==> src/rtl/st7785_pixel_stream.sv <==
// Streams one frame to an ST7785 over the 3-wire 9-bit serial link:
// CASET, RASET, RAMWR, then RGB565 pixels pulled through a valid/ready handshake.
module st7785_pixel_stream #(
   parameter int CLK_DIV = 6,
   parameter int H_RES   = 160,
   parameter int V_RES   = 144,
   parameter int X_START = 0,
   parameter int Y_START = 0
) (
   input  logic        clk,
   input  logic        reset_n,
   input  logic        init_done,
   input  logic        frame_start,
   input  logic [15:0] pix_data,
   input  logic        pix_valid,
   output logic        pix_ready,
   output logic        LCD_SCK,
   output logic        LCD_CS,
   output logic        LCD_SDA,
   output logic        busy,
   output logic        frame_done
);

   localparam int              TOTAL_PIX = H_RES * V_RES;
   localparam int              PCW       = $clog2(TOTAL_PIX + 1);
   localparam logic [7:0]      DIV_LAST  = 8'(CLK_DIV - 1);
   localparam logic [8:0]      GAP_LAST  = 9'(2 * CLK_DIV - 1);
   localparam logic [15:0]     XS        = 16'(X_START);
   localparam logic [15:0]     XE        = 16'(X_START + H_RES - 1);
   localparam logic [15:0]     YS        = 16'(Y_START);
   localparam logic [15:0]     YE        = 16'(Y_START + V_RES - 1);
   localparam logic [PCW-1:0]  PIX_LAST  = PCW'(TOTAL_PIX);

   typedef enum logic [2:0] {
      S_IDLE, S_CASET, S_RASET, S_RAMWR, S_PIXELS, S_GAP
   } state_t;

   state_t           r_state, w_state_next;
   logic [7:0]       r_div, w_div_next;
   logic             r_phase, w_phase_next;
   logic [3:0]       r_bit, w_bit_next;
   logic [2:0]       r_widx, w_widx_next;
   logic             r_lo, w_lo_next;
   logic             r_gap, w_gap_next;
   logic [8:0]       r_gcnt, w_gcnt_next;
   logic             r_abort, w_abort_next;
   logic [15:0]      r_pix, w_pix_next;
   logic             r_have_pix, w_have_pix_next;
   logic             r_pix_ready, w_pix_ready_next;
   logic [PCW-1:0]   r_pix_cnt, w_pix_cnt_next;
   logic             r_cs, w_cs_next;
   logic             r_sck, w_sck_next;
   logic             r_sda, w_sda_next;
   logic             r_busy, w_busy_next;
   logic             r_frame_done, w_frame_done_next;

   logic             w_hs;
   logic             w_abort;
   logic             w_wait;
   state_t           w_grp_next;
   logic [8:0]       w_cur_word;
   logic [8:0]       w_next_word;
   logic [8:0]       w_first_word;

   // Nine-bit word for a given group/index; bit 8 is the D/C flag.
   function automatic logic [8:0] f_word(input state_t st, input logic [2:0] idx,
                                         input logic lo, input logic [15:0] px);
      logic [15:0] a;
      logic [15:0] b;
      logic [7:0]  cmd;
      a      = (st == S_CASET) ? XS : YS;
      b      = (st == S_CASET) ? XE : YE;
      cmd    = (st == S_CASET) ? 8'h2A : 8'h2B;
      f_word = 9'h000;
      case (st)
         S_CASET, S_RASET: begin
            case (idx)
               3'd0:    f_word = {1'b0, cmd};
               3'd1:    f_word = {1'b1, a[15:8]};
               3'd2:    f_word = {1'b1, a[7:0]};
               3'd3:    f_word = {1'b1, b[15:8]};
               default: f_word = {1'b1, b[7:0]};
            endcase
         end
         S_RAMWR:  f_word = {1'b0, 8'h2C};
         S_PIXELS: f_word = {1'b1, lo ? px[7:0] : px[15:8]};
         default:  f_word = 9'h000;
      endcase
   endfunction

   assign w_cur_word   = f_word(r_state, r_widx, r_lo, r_pix);
   assign w_next_word  = f_word(r_state, r_widx + 3'd1, 1'b0, r_pix);
   assign w_first_word = f_word(w_grp_next, 3'd0, 1'b0, r_pix);

   always_ff @(posedge clk or negedge reset_n) begin
      if (!reset_n) begin
         r_state      <= S_IDLE;
         r_div        <= '0;
         r_phase      <= 1'b0;
         r_bit        <= '0;
         r_widx       <= '0;
         r_lo         <= 1'b0;
         r_gap        <= 1'b0;
         r_gcnt       <= '0;
         r_abort      <= 1'b0;
         r_pix        <= '0;
         r_have_pix   <= 1'b0;
         r_pix_ready  <= 1'b0;
         r_pix_cnt    <= '0;
         r_cs         <= 1'b1;
         r_sck        <= 1'b0;
         r_sda        <= 1'b0;
         r_busy       <= 1'b0;
         r_frame_done <= 1'b0;
      end else begin
         r_state      <= w_state_next;
         r_div        <= w_div_next;
         r_phase      <= w_phase_next;
         r_bit        <= w_bit_next;
         r_widx       <= w_widx_next;
         r_lo         <= w_lo_next;
         r_gap        <= w_gap_next;
         r_gcnt       <= w_gcnt_next;
         r_abort      <= w_abort_next;
         r_pix        <= w_pix_next;
         r_have_pix   <= w_have_pix_next;
         r_pix_ready  <= w_pix_ready_next;
         r_pix_cnt    <= w_pix_cnt_next;
         r_cs         <= w_cs_next;
         r_sck        <= w_sck_next;
         r_sda        <= w_sda_next;
         r_busy       <= w_busy_next;
         r_frame_done <= w_frame_done_next;
      end
   end

   always_comb begin
      w_state_next      = r_state;
      w_div_next        = r_div;
      w_phase_next      = r_phase;
      w_bit_next        = r_bit;
      w_widx_next       = r_widx;
      w_lo_next         = r_lo;
      w_gap_next        = r_gap;
      w_gcnt_next       = r_gcnt;
      w_abort_next      = r_abort;
      w_pix_next        = r_pix;
      w_have_pix_next   = r_have_pix;
      w_pix_ready_next  = r_pix_ready;
      w_pix_cnt_next    = r_pix_cnt;
      w_cs_next         = r_cs;
      w_sck_next        = r_sck;
      w_sda_next        = r_sda;
      w_busy_next       = r_busy;
      w_frame_done_next = 1'b0;

      w_hs    = r_pix_ready & pix_valid;
      w_abort = r_abort | ~init_done;
      // Only the SCK rise of a pixel's D/C bit needs the pixel; everything else runs freely.
      w_wait  = (r_state == S_PIXELS) && !r_gap && !r_lo && (r_bit == 4'd8) &&
                !r_phase && !r_have_pix && !w_hs;

      case (r_state)
         S_CASET: w_grp_next = S_RASET;
         S_RASET: w_grp_next = S_RAMWR;
         default: w_grp_next = S_PIXELS;
      endcase

      case (r_state)
         S_IDLE: begin
            w_abort_next = 1'b0;
            if (frame_start && init_done) begin
               w_state_next    = S_CASET;
               w_busy_next     = 1'b1;
               w_cs_next       = 1'b0;
               w_sck_next      = 1'b0;
               w_sda_next      = 1'b0;
               w_div_next      = '0;
               w_phase_next    = 1'b0;
               w_bit_next      = 4'd8;
               w_widx_next     = '0;
               w_lo_next       = 1'b0;
               w_gap_next      = 1'b0;
               w_gcnt_next     = '0;
               w_pix_cnt_next  = '0;
               w_have_pix_next = 1'b0;
            end
         end

         S_GAP: begin
            w_pix_ready_next = 1'b0;
            if (r_gcnt == GAP_LAST) begin
               w_state_next = S_IDLE;
               w_busy_next  = 1'b0;
            end else begin
               w_gcnt_next = r_gcnt + 9'd1;
            end
         end

         default: begin
            if (!init_done) w_abort_next = 1'b1;
            if (r_gap) begin
               // CS held high for one SCK period between command groups.
               if (r_gcnt == GAP_LAST) begin
                  w_gap_next = 1'b0;
                  if (w_abort) begin
                     w_state_next = S_IDLE;
                     w_busy_next  = 1'b0;
                  end else begin
                     w_state_next    = w_grp_next;
                     w_cs_next       = 1'b0;
                     w_sck_next      = 1'b0;
                     w_sda_next      = w_first_word[8];
                     w_div_next      = '0;
                     w_phase_next    = 1'b0;
                     w_bit_next      = 4'd8;
                     w_widx_next     = '0;
                     w_lo_next       = 1'b0;
                     w_have_pix_next = 1'b0;
                     if (w_grp_next == S_PIXELS) w_pix_ready_next = 1'b1;
                  end
               end else begin
                  w_gcnt_next = r_gcnt + 9'd1;
               end
            end else if (w_wait && w_abort) begin
               w_pix_ready_next = 1'b0;
               w_cs_next        = 1'b1;
               w_sck_next       = 1'b0;
               w_sda_next       = 1'b0;
               w_gcnt_next      = '0;
               w_state_next     = S_GAP;
            end else begin
               if (w_hs) begin
                  w_pix_next       = pix_data;
                  w_have_pix_next  = 1'b1;
                  w_pix_ready_next = 1'b0;
                  w_pix_cnt_next   = r_pix_cnt + PCW'(1);
               end
               if (r_div != DIV_LAST) begin
                  w_div_next = r_div + 8'd1;
               end else if (!w_wait) begin
                  w_div_next = '0;
                  if (!r_phase) begin
                     w_phase_next = 1'b1;
                     w_sck_next   = 1'b1;
                  end else begin
                     w_phase_next = 1'b0;
                     w_sck_next   = 1'b0;
                     if (r_bit != 4'd0) begin
                        w_bit_next = r_bit - 4'd1;
                        w_sda_next = w_cur_word[r_bit - 4'd1];
                     end else if (w_abort) begin
                        w_cs_next    = 1'b1;
                        w_sda_next   = 1'b0;
                        w_gcnt_next  = '0;
                        w_state_next = S_GAP;
                     end else begin
                        case (r_state)
                           S_CASET, S_RASET: begin
                              if (r_widx == 3'd4) begin
                                 w_cs_next   = 1'b1;
                                 w_sda_next  = 1'b0;
                                 w_gap_next  = 1'b1;
                                 w_gcnt_next = '0;
                              end else begin
                                 w_widx_next = r_widx + 3'd1;
                                 w_bit_next  = 4'd8;
                                 w_sda_next  = w_next_word[8];
                              end
                           end
                           S_RAMWR: begin
                              w_cs_next   = 1'b1;
                              w_sda_next  = 1'b0;
                              w_gap_next  = 1'b1;
                              w_gcnt_next = '0;
                           end
                           default: begin
                              w_bit_next = 4'd8;
                              w_sda_next = 1'b1;
                              if (!r_lo) begin
                                 w_lo_next = 1'b1;
                              end else if (r_pix_cnt == PIX_LAST) begin
                                 w_cs_next         = 1'b1;
                                 w_sda_next        = 1'b0;
                                 w_frame_done_next = 1'b1;
                                 w_gcnt_next       = '0;
                                 w_state_next      = S_GAP;
                              end else begin
                                 w_lo_next        = 1'b0;
                                 w_have_pix_next  = 1'b0;
                                 w_pix_ready_next = 1'b1;
                              end
                           end
                        endcase
                     end
                  end
               end
            end
         end
      endcase
   end

   assign pix_ready  = r_pix_ready;
   assign LCD_SCK    = r_sck;
   assign LCD_CS     = r_cs;
   assign LCD_SDA    = r_sda;
   assign busy       = r_busy;
   assign frame_done = r_frame_done;

endmodule

==> config.mk <==
export PLATFORM = sky130hd
export DESIGN_NAME = st7785_pixel_stream
export DESIGN_NICKNAME = d
export VERILOG_FILES = /design/src/rtl/st7785_pixel_stream.sv
export SDC_FILE = /design/constraint.sdc
export NUM_CORES = 1
export LEC_CHECK = 0
export CAP_MARGIN = 20
export CORE_ASPECT_RATIO = 2
export CORE_UTILIZATION = 63
export CTS_CLUSTER_SIZE = 28
export DETAILED_ROUTE_END_ITERATION = 12
export PLACE_DENSITY = 0.85
export SLEW_MARGIN = 5
export SYNTH_ARGS = -nofsm -noshare
export SYNTH_HDL_FRONTEND = slang
export SYNTH_SLANG_ARGS = --single-unit
==> constraint.sdc <==
create_clock -name clk -period 4.1 [get_ports clk]
set_clock_uncertainty 0.05 [all_clocks]
set_input_delay 0.41 -clock clk [delete_from_list [all_inputs] [get_ports clk]]
set_output_delay 0.41 -clock clk [all_outputs]
set_load 0.01 [all_outputs]
# Yosys cells after proc, flatten, opt, wreduce, memory -nomap -nowiden
# Cells that the tools add are included.
# W data, S select, Z words.
# totals
register_bits,69
input_bits,21
word_cells,320
# op_classes
n_addsub,5
n_lt_le_gt_ge,1
n_eq_ne,50
mux,184
bitwise,8
n_reduce_logical,54
# ops
op,count
$mux W9,12
$pmux W9 S3,4
$mux W1,95
$mux W3,26
$mux W8,8
$mux W15,4
$mux W4,11
$pmux W9 S2,2
$reduce_and A11 Y1,3
$pmux W15 S2,1
$pmux W1 S2,13
$eq A3 B2 Y1 const B,8
$ne A3 B2 Y1 const B,7
$reduce_and A10 Y1,2
$pmux W3 S2,3
$pmux W4 S2,2
$pmux W8 S2,1
$reduce_bool A8 Y1,2
$add A15 B1 Y15 const B,1
$eq A15 B15 Y1 const B,1
$ne A3 B1 Y1 const B,5
$reduce_and A5 Y1,3
$reduce_and A7 Y1,2
$reduce_bool A7 Y1,2
other kinds (39),84

# Longest topological paths before layout
# Gate-level depths: netlist of the first run.
# logic_depth
ltp_word,14
ltp_mapped,10

# Least setup slack after synthesis of the first run
# OpenSTA, ideal clock, no wires.
# synth_path
kind,flip-flop to flip-flop
from,register r_bit[0]
to,register r_div[7]
arrival_ps,2101
t_required_ps,3916
slack_ps,1815
path_stages_with_launch,11
path_cell_list,dfrtp_1 clkbuf_1 inv_1 ha_1 and3b_1 and4_1 a211oi_1 buf_2 nand4_1 xor2_1 nor2_1
# synth_via
elab_chain_cells,8
# synth_rtl
item,line_no,rtl
from (decl),41,"logic [3:0] r_bit, w_bit_next;"
from (signal assigned),119,r_bit <= w_bit_next;
$eq A4 B4 Y1 *,160,w_wait = (r_state == S_PIXELS) && !r_gap && !r_lo && (r_bit == 4'd8) &&
$logic_and A1 B1 Y1 * (2 in a row),160,
$logic_and A1 B1 Y1 * (2 in a row),161,!r_phase && !r_have_pix && !w_hs;
$logic_and A1 B1 Y1,225,end else if (w_wait && w_abort) begin
$ne A3 B2 Y1 (no source line),--,
$reduce_and A6 Y1 (no source line) *,--,
to (signal assigned),117,r_div <= w_div_next;
to (decl),39,"logic [7:0] r_div, w_div_next;"
# Mark *: on every way between the ends. The rest lies on a longest branch, timed or not.
# A chain may end at the register's enable or synchronous reset.

# Worst setup path in the final report of the first run
# layout_path
from,register r_state[2]
to,register r_pix_cnt[13]
# layout_via
elab_chain_cells,10
# layout_rtl
item,line_no,rtl
from (decl),38,"state_t r_state, w_state_next;"
from (signal assigned),116,r_state <= w_state_next;
$eq A3 B3 Y1,160,
$logic_and A1 B1 Y1 (4 in a row),160,
$logic_and A1 B1 Y1 (2 in a row),161,
$logic_and A1 B1 Y1,225,
$ne A2 B1 Y1 (no source line),--,
$reduce_and A5 Y1 (no source line),--,
to (signal assigned),128,r_pix_cnt <= w_pix_cnt_next;
to (decl),50,"logic [PCW-1:0] r_pix_cnt, w_pix_cnt_next;"
# Several ways; a longest one is shown, not always the timed one.

==> summary.txt, run 1 <==
Storage cell area - 0.00173 sq mm
Post-synth EDFFs - 0
CTS H-tree lvls - 3
Syn Nets - 490
Initial Util - 65.0%
uppermost layer routed - met4
post-synthesis cell area - 0.00427 sq mm
arrival time of the worst setup path - 2.95 ns
clock latency on the worst-skew pair - 0.34 ns
IO Count - 27
GRT Resource Usage Total - 33.1%
Hold Crit Class - in2async
CP startpoint kind - flip-flop
Combinational Power Share - 43.3%
Reg2Reg Depth - 7
Die H - 118 um
M1 WL - 3.89 mm
Placer Congestion - 0.967
nets@finish - 511
Core Util, Final - 74.2%
Die ar. - 0.00713 sq mm
initial antenna violation count - 0
Post-Layout Cell Count - 570
CTS Buf Count - 9
Worst-Margin Slew - 0.939 ns
core area - 0.00657 sq mm
Chip Width - 60.2 um
power density cells - 645 mW/mm^2
Post-CTS Resized - 0
DRC - 0
DR iter-0 viols - 300
Clk pwr share - 24.4%
# diodes - 0
wire per inst - 18.8 um
root buffer cell - clkbuf_16
flops & latches, synth - 69
TritonCTS clock tree - done
vias in the first global route - 3758
# port buffers - 26
Fin. Hold Viols - 0
Max Slew Vio Count - 0
ANT nets after route - 0
share of cells above drive strength 1 - 12.7%
Leak - 0.00208 uW
Multi-input gate area - 0.00238 sq mm
# clock sinks - 69
DP Cell Count - 552
FILL cells - 473
CTS clk-pin slew, worst paths - 0.05 ns
setup violators final - 0
syn_area_per_cell - 9.36 sq um
register area share after synthesis - 40.5%
Final HPWL DP - 7.60 mm
vias per cell - 6.51
status - complete, no violations
Sw Share - 41.8%
kind of critical path - reg2reg
switching power - 1310 uW
Int Power - 1830 uW
Clock Path Buffers - 2
Rel. slew slack - 37.4%
RSZ-0062 raised after global routing - false
crit path time final - 2.80 ns
Routed WL - 10.7 mm
Post-CTS Setup Bufs - 0
Vias - 3710
row count - 42
Max-Cap Viols - 0
crit path max fanout - 27
global-route wire length before repair - 17.6 mm
FFs w/ async S/R, synth - 100%
maximum vdd drop - 402 uV
Hold Slack - 0.402 ns
part of the cycle the worst path needs - 68.3%
pin count of the biggest net entering global routing - 46
drt pass-1 iters - 7
YS warnings - 0
R2R setup slack - 1.30 ns
Detail Route met2 WL - 5.77 mm
layout overhead on the synthesized area - 14.1%
Fmax - 357 MHz
Most used DFF post-synth - dfrtp_1
Netlist cell types - 69
Req. time, crit path - 4.25 ns
GR Overflow Total - 0
met3 wire length - 473 um
sequential power share - 32.4%
post-route setup TNS - 0 ns
Cells after Synth - 456
Setup crit end kind - flip-flop
==> layout by cell type (no fill, tap or decap), types with 3 or more instances in the layout <==
| master | count |
|---|---|
| nand4_1 | 6 |
| clkdlybuf4s50_1 | 25 |
| o21a_1 | 5 |
| and2_1 | 3 |
| mux2i_1 | 6 |
| dfrtp_1 | 68 |
| clkbuf_16 | 9 |
| o22ai_1 | 3 |
| nor2b_1 | 8 |
| a31oi_1 | 3 |
| nor3_1 | 10 |
| and3_1 | 7 |
| a21o_1 | 5 |
| nand3_1 | 15 |
| xnor2_1 | 5 |
| ha_1 | 13 |
| o21ai_0 | 38 |
| mux2_2 | 19 |
| or3_1 | 7 |
| a21oi_1 | 17 |
| nand2_1 | 38 |
| o211ai_1 | 6 |
| nand2b_1 | 7 |
| nor4_1 | 5 |
| xor2_1 | 11 |
| o31ai_1 | 15 |
| buf_4 | 4 |
| nor2_1 | 49 |
| inv_1 | 13 |
==> power by group through the flow <==
stage               combinational (uW)  clock, uW  sequential (uW)
floorplan                         1080          0              894
global placement                  1270          0             1010
detailed placement                1310          0             1020
CTS                               1330        775             1010
global route                      1490        806             1030
finish                            1360        765             1020
==> routing by layer <==
layer,global-route usage [%],vias up
met3,7.33,51
met5,0,-
met2,55.1,140
met1,35.7,1811
li1,-,1708
met4,21.7,0
==> registers in the layout (all words and copies together), names as in the netlist, 3 cells and up <==
name / count
r_pix: 16
r_pix_cnt: 15
r_gcnt: 9
r_div: 8
r_bit: 4
r_state: 3
r_widx: 3
==> cells by family (layout without fill, tap and decap cells) <==
| family | count (synthesis) | after routing | share of synthesized area (%) |
|---|---|---|---|
| AND/OR/NAND/NOR | 177 | 177 | 21.9 |
| AO/OA/AOI/OAI | 119 | 119 | 19.2 |
| flip-flops | 69 | 69 | 40.5 |
| buffers and inverters | 35 | 61 | 3.90 |
| multiplexers | 27 | 27 | 7.47 |
| XOR/XNOR | 16 | 16 | 3.28 |
| adder cells (fa/ha/maj) | 13 | 13 | 3.81 |
==> Yosys cell counts (7+ instances only) <==
| master | number | area [sq um] |
|---|---|---|
| inv_1 | 13 | 48.8 |
| o21ai_0 | 38 | 190 |
| nor2_1 | 49 | 184 |
| or3_1 | 7 | 43.8 |
| nor3_1 | 10 | 50.1 |
| clkbuf_1 | 8 | 30.0 |
| mux2_2 | 19 | 214 |
| a21oi_1 | 17 | 85.1 |
| nand2b_1 | 7 | 43.8 |
| dfrtp_1 | 68 | 1700 |
| ha_1 | 13 | 163 |
| nand3_1 | 15 | 75.1 |
| nor2b_1 | 8 | 50.1 |
| and3_1 | 7 | 43.8 |
| o31ai_1 | 15 | 113 |
| xor2_1 | 11 | 96.3 |
| buf_2 | 10 | 50.1 |
| nand2_1 | 38 | 143 |
==> metrics by stage <==
step	setup slack, ns	instance area, sq um	power, uW
final	1.30	4870	3140
after floorplan	1.81	4270	1970
after CTS	1.34	4840	3120
after global placement	1.39	4550	2280
after detailed placement	1.33	4550	2330
after global routing	1.16	4870	3330
==> area by class of cell <==
| cell class | instances | area share [%] |
|---|---|---|
| clock buffers | 12 | 5.06 |
| inverters | 13 | 1.00 |
| repair buffers | 32 | 6.47 |
| well taps | 88 | 2.26 |
| clock inverters | 4 | 0.976 |
| multi-input cells | 352 | 48.8 |
| flip-flops and latches | 69 | 35.5 |
==> worst max-delay path, stage by stage, from the launching register on <==
cell and delay [ns]:
dfrtp_1 0.91, xnor2_1 0.25, a211oi_4 0.28, buf_4 0.35, o2111ai_2 0.27, nor3_1 0.34, xnor2_1 0.16, nor2_1 0.05
==> worst paths after layout <==
kind	to	startpoint
worst min-delay path	r_gcnt[3]$_DFFE_PN0P_	reset_n
worst max register to register	r_pix_cnt[13]$_DFFE_PN0P_	r_state[2]$_DFFE_PN0P_
max in group asynchronous	r_have_pix$_DFFE_PN0P_	reset_n
min in group clk	r_pix[2]$_DFFE_PN0P_	r_pix[2]$_DFFE_PN0P_
worst max-delay path	r_pix_cnt[13]$_DFFE_PN0P_	r_state[2]$_DFFE_PN0P_
worst min register to register	r_pix[2]$_DFFE_PN0P_	r_pix[2]$_DFFE_PN0P_
==> repair_timing <==
| action | in CTS | in global routing |
|---|---|---|
| endpoints found under the hold margin | 0 | 3 |
| hold buffers | 0 | 1 |
| endpoints found under the setup margin | 0 | 0 |
Power figures use the tool's default switching activity.
==> inputs of run 2 (changes only) <==
Settings changed: CORE_UTILIZATION 63 to 60, PLACE_DENSITY 0.85 to 0.82.
Clock period 4.1 ns to 2.9 ns, I/O delays scaled along.
==> run 2 against run 1 <==
  * Cell count increased by 2.3%
  * Combinational power increased by 57%
  * Clock power increased by 30%
  * Sequential power increased by 33%
  * Hold slack got worse by 0.30 ns
  * Highest routed layer unchanged
==> summary.txt, run 2 (synthesis results as in run 1) <==
global-route wire length before repair - 18.1 mm
RSZ-0062 raised after global routing - false
pin count of the biggest net entering global routing - 70
Hold Slack - 0.0972 ns
CTS clk-pin slew, worst paths - 0.05 ns
Crit. Startpoint - r_bit[0]$_DFFE_PN0P_
Die ar. - 0.00748 sq mm
part of the cycle the worst path needs - 90.3%
Max-Cap Viols - 0
ANT nets after route - 0
kind of critical path - reg2reg
Largest regs - r_pix x16, r_pix_cnt x15, r_gcnt x9
maximum vdd drop - 783 uV
Routed WL - 11.0 mm
Final HPWL DP - 7.97 mm
drt pass-1 iters - 5
Fmax - 382 MHz
DR iter-0 viols - 321
wire per inst - 18.9 um
layout overhead on the synthesized area - 15.2%
setup violators final - 0
CTS H-tree lvls - 3
Worst-Margin Slew - 0.886 ns
CTS Buf Count - 9
arrival time of the worst setup path - 2.81 ns
Hold Crit Class - in2async
power density cells - 914 mW/mm^2
# clock sinks - 69
# port buffers - 26
FILL cells - 568
vias in the first global route - 3725
Leak - 0.00212 uW
placed inst area - 0.00465 sq mm
core area - 0.00689 sq mm
nets@finish - 522
Clock Path Buffers - 2
initial antenna violation count - 0
Post-CTS Resized - 0
Placer Congestion - 0.977
Chip Width - 61.7 um
RR Startpoint - r_bit[0]$_DFFE_PN0P_
crit path time final - 2.62 ns
row count - 43
Post-CTS Setup Bufs - 0
Setup crit end kind - flip-flop
clock latency on the worst-skew pair - 0.34 ns
DRC - 0
IO Count - 27
vias per cell - 6.48
# diodes - 0
TritonCTS clock tree - done
CTS Hold Buffers Added - 0
Initial Util - 62.0%
Max Slew Vio Count - 0
root buffer cell - clkbuf_16
status - complete, no violations
GR Overflow Total - 0
fin area - 0.00492 sq mm
Fin. Hold Viols - 0
Core Util, Final - 71.4%
GRT Resource Usage Total - 33.6%
max FFs per register - 16
Vias - 3777
most used cells in the layout excluding fill and tap cells - 68 x dfrtp_1, 49 x nor2_1, 38 x o21ai_0, 38 x nand2_1, 25 x clkdlybuf4s50_1
Largest Register - r_pix
crit path max fanout - 6
commonest non-fill, non-tap cell in the layout - dfrtp_1
share of cells above drive strength 1 - 14.6%
Rel. slew slack - 40.9%
Tot Pwr - 4500 uW
post-route setup TNS - 0 ns
CP startpoint kind - flip-flop
Die H - 121 um
Req. time, crit path - 3.09 ns
[run 2: changes by cell type in the layout (fill, tap and decap cells not counted), sizes merged]
cell / delta
buf: +12
dlygate4sd3: -1
clkbuf: +1
bufinv: -1
[run 2: worst max-delay path, stage by stage (launching register included)]
cell	delay (ns)
dfrtp_1	0.38
inv_1	0.09
ha_1	0.28
nor3b_2	0.41
nand4_1	0.32
o211ai_2	0.27
o221ai_2	0.19
or2_1	0.28
o31ai_1	0.26
[run 2: path summary, 6_finish.rpt]
| kind | depth (start not counted) | end | slack, ns |
|---|---|---|---|
| max in group asynchronous | 2 | r_bit[0]$_DFFE_PN0P_ | 2.12 |
| min in group clk | 1 | busy$_DFFE_PN0P_ | 0.45 |
| min reg2reg | 1 | busy$_DFFE_PN0P_ | 0.45 |
| max reg2reg | 8 | r_state[0]$_DFFE_PN0P_ | 0.28 |
| max | 8 | r_state[0]$_DFFE_PN0P_ | 0.28 |
| min | 2 | r_have_pix$_DFFE_PN0P_ | 0.1 |
[run 2: area by class of cell]
type	count	area, sq um	area share [%]
well taps	90	113	2.29
inverters	13	48.8	0.992
flip-flops and latches	69	1730	35.1
multi-input cells	352	2380	48.3
repair buffers	43	383	7.78
clock buffers	13	250	5.09
clock inverters	3	21.3	0.432
[run 2: through the flow]
stage,setup slack [ns],cells
detailed placement,0.384,567
floorplan,0.615,456
global route,0.145,583
global placement,0.409,567
finish,0.282,583
CTS,0.302,583
[run 2: layer usage]
layer / track usage [%] / part of all wire, %
met1: 36.6 / 36
met2: 54.2 / 53
met3: 10.6 / 5.0
met4: 20.6 / 5.6
met5: 0 / 0
[run 2: report_power, final]
| part | total (uW) | switching [uW] | internal [uW] |
|---|---|---|---|
| Sequential | 1360 | 225 | 1130 |
| Combinational | 2140 | 1290 | 851 |
| Clock | 998 | 396 | 602 |
==> inputs of run 3 (changes only) <==
Settings changed: CAP_MARGIN 20 to 30.
==> results of run 3 <==
Same layout as run 2: the final DEF is identical, and so are final timing and power.
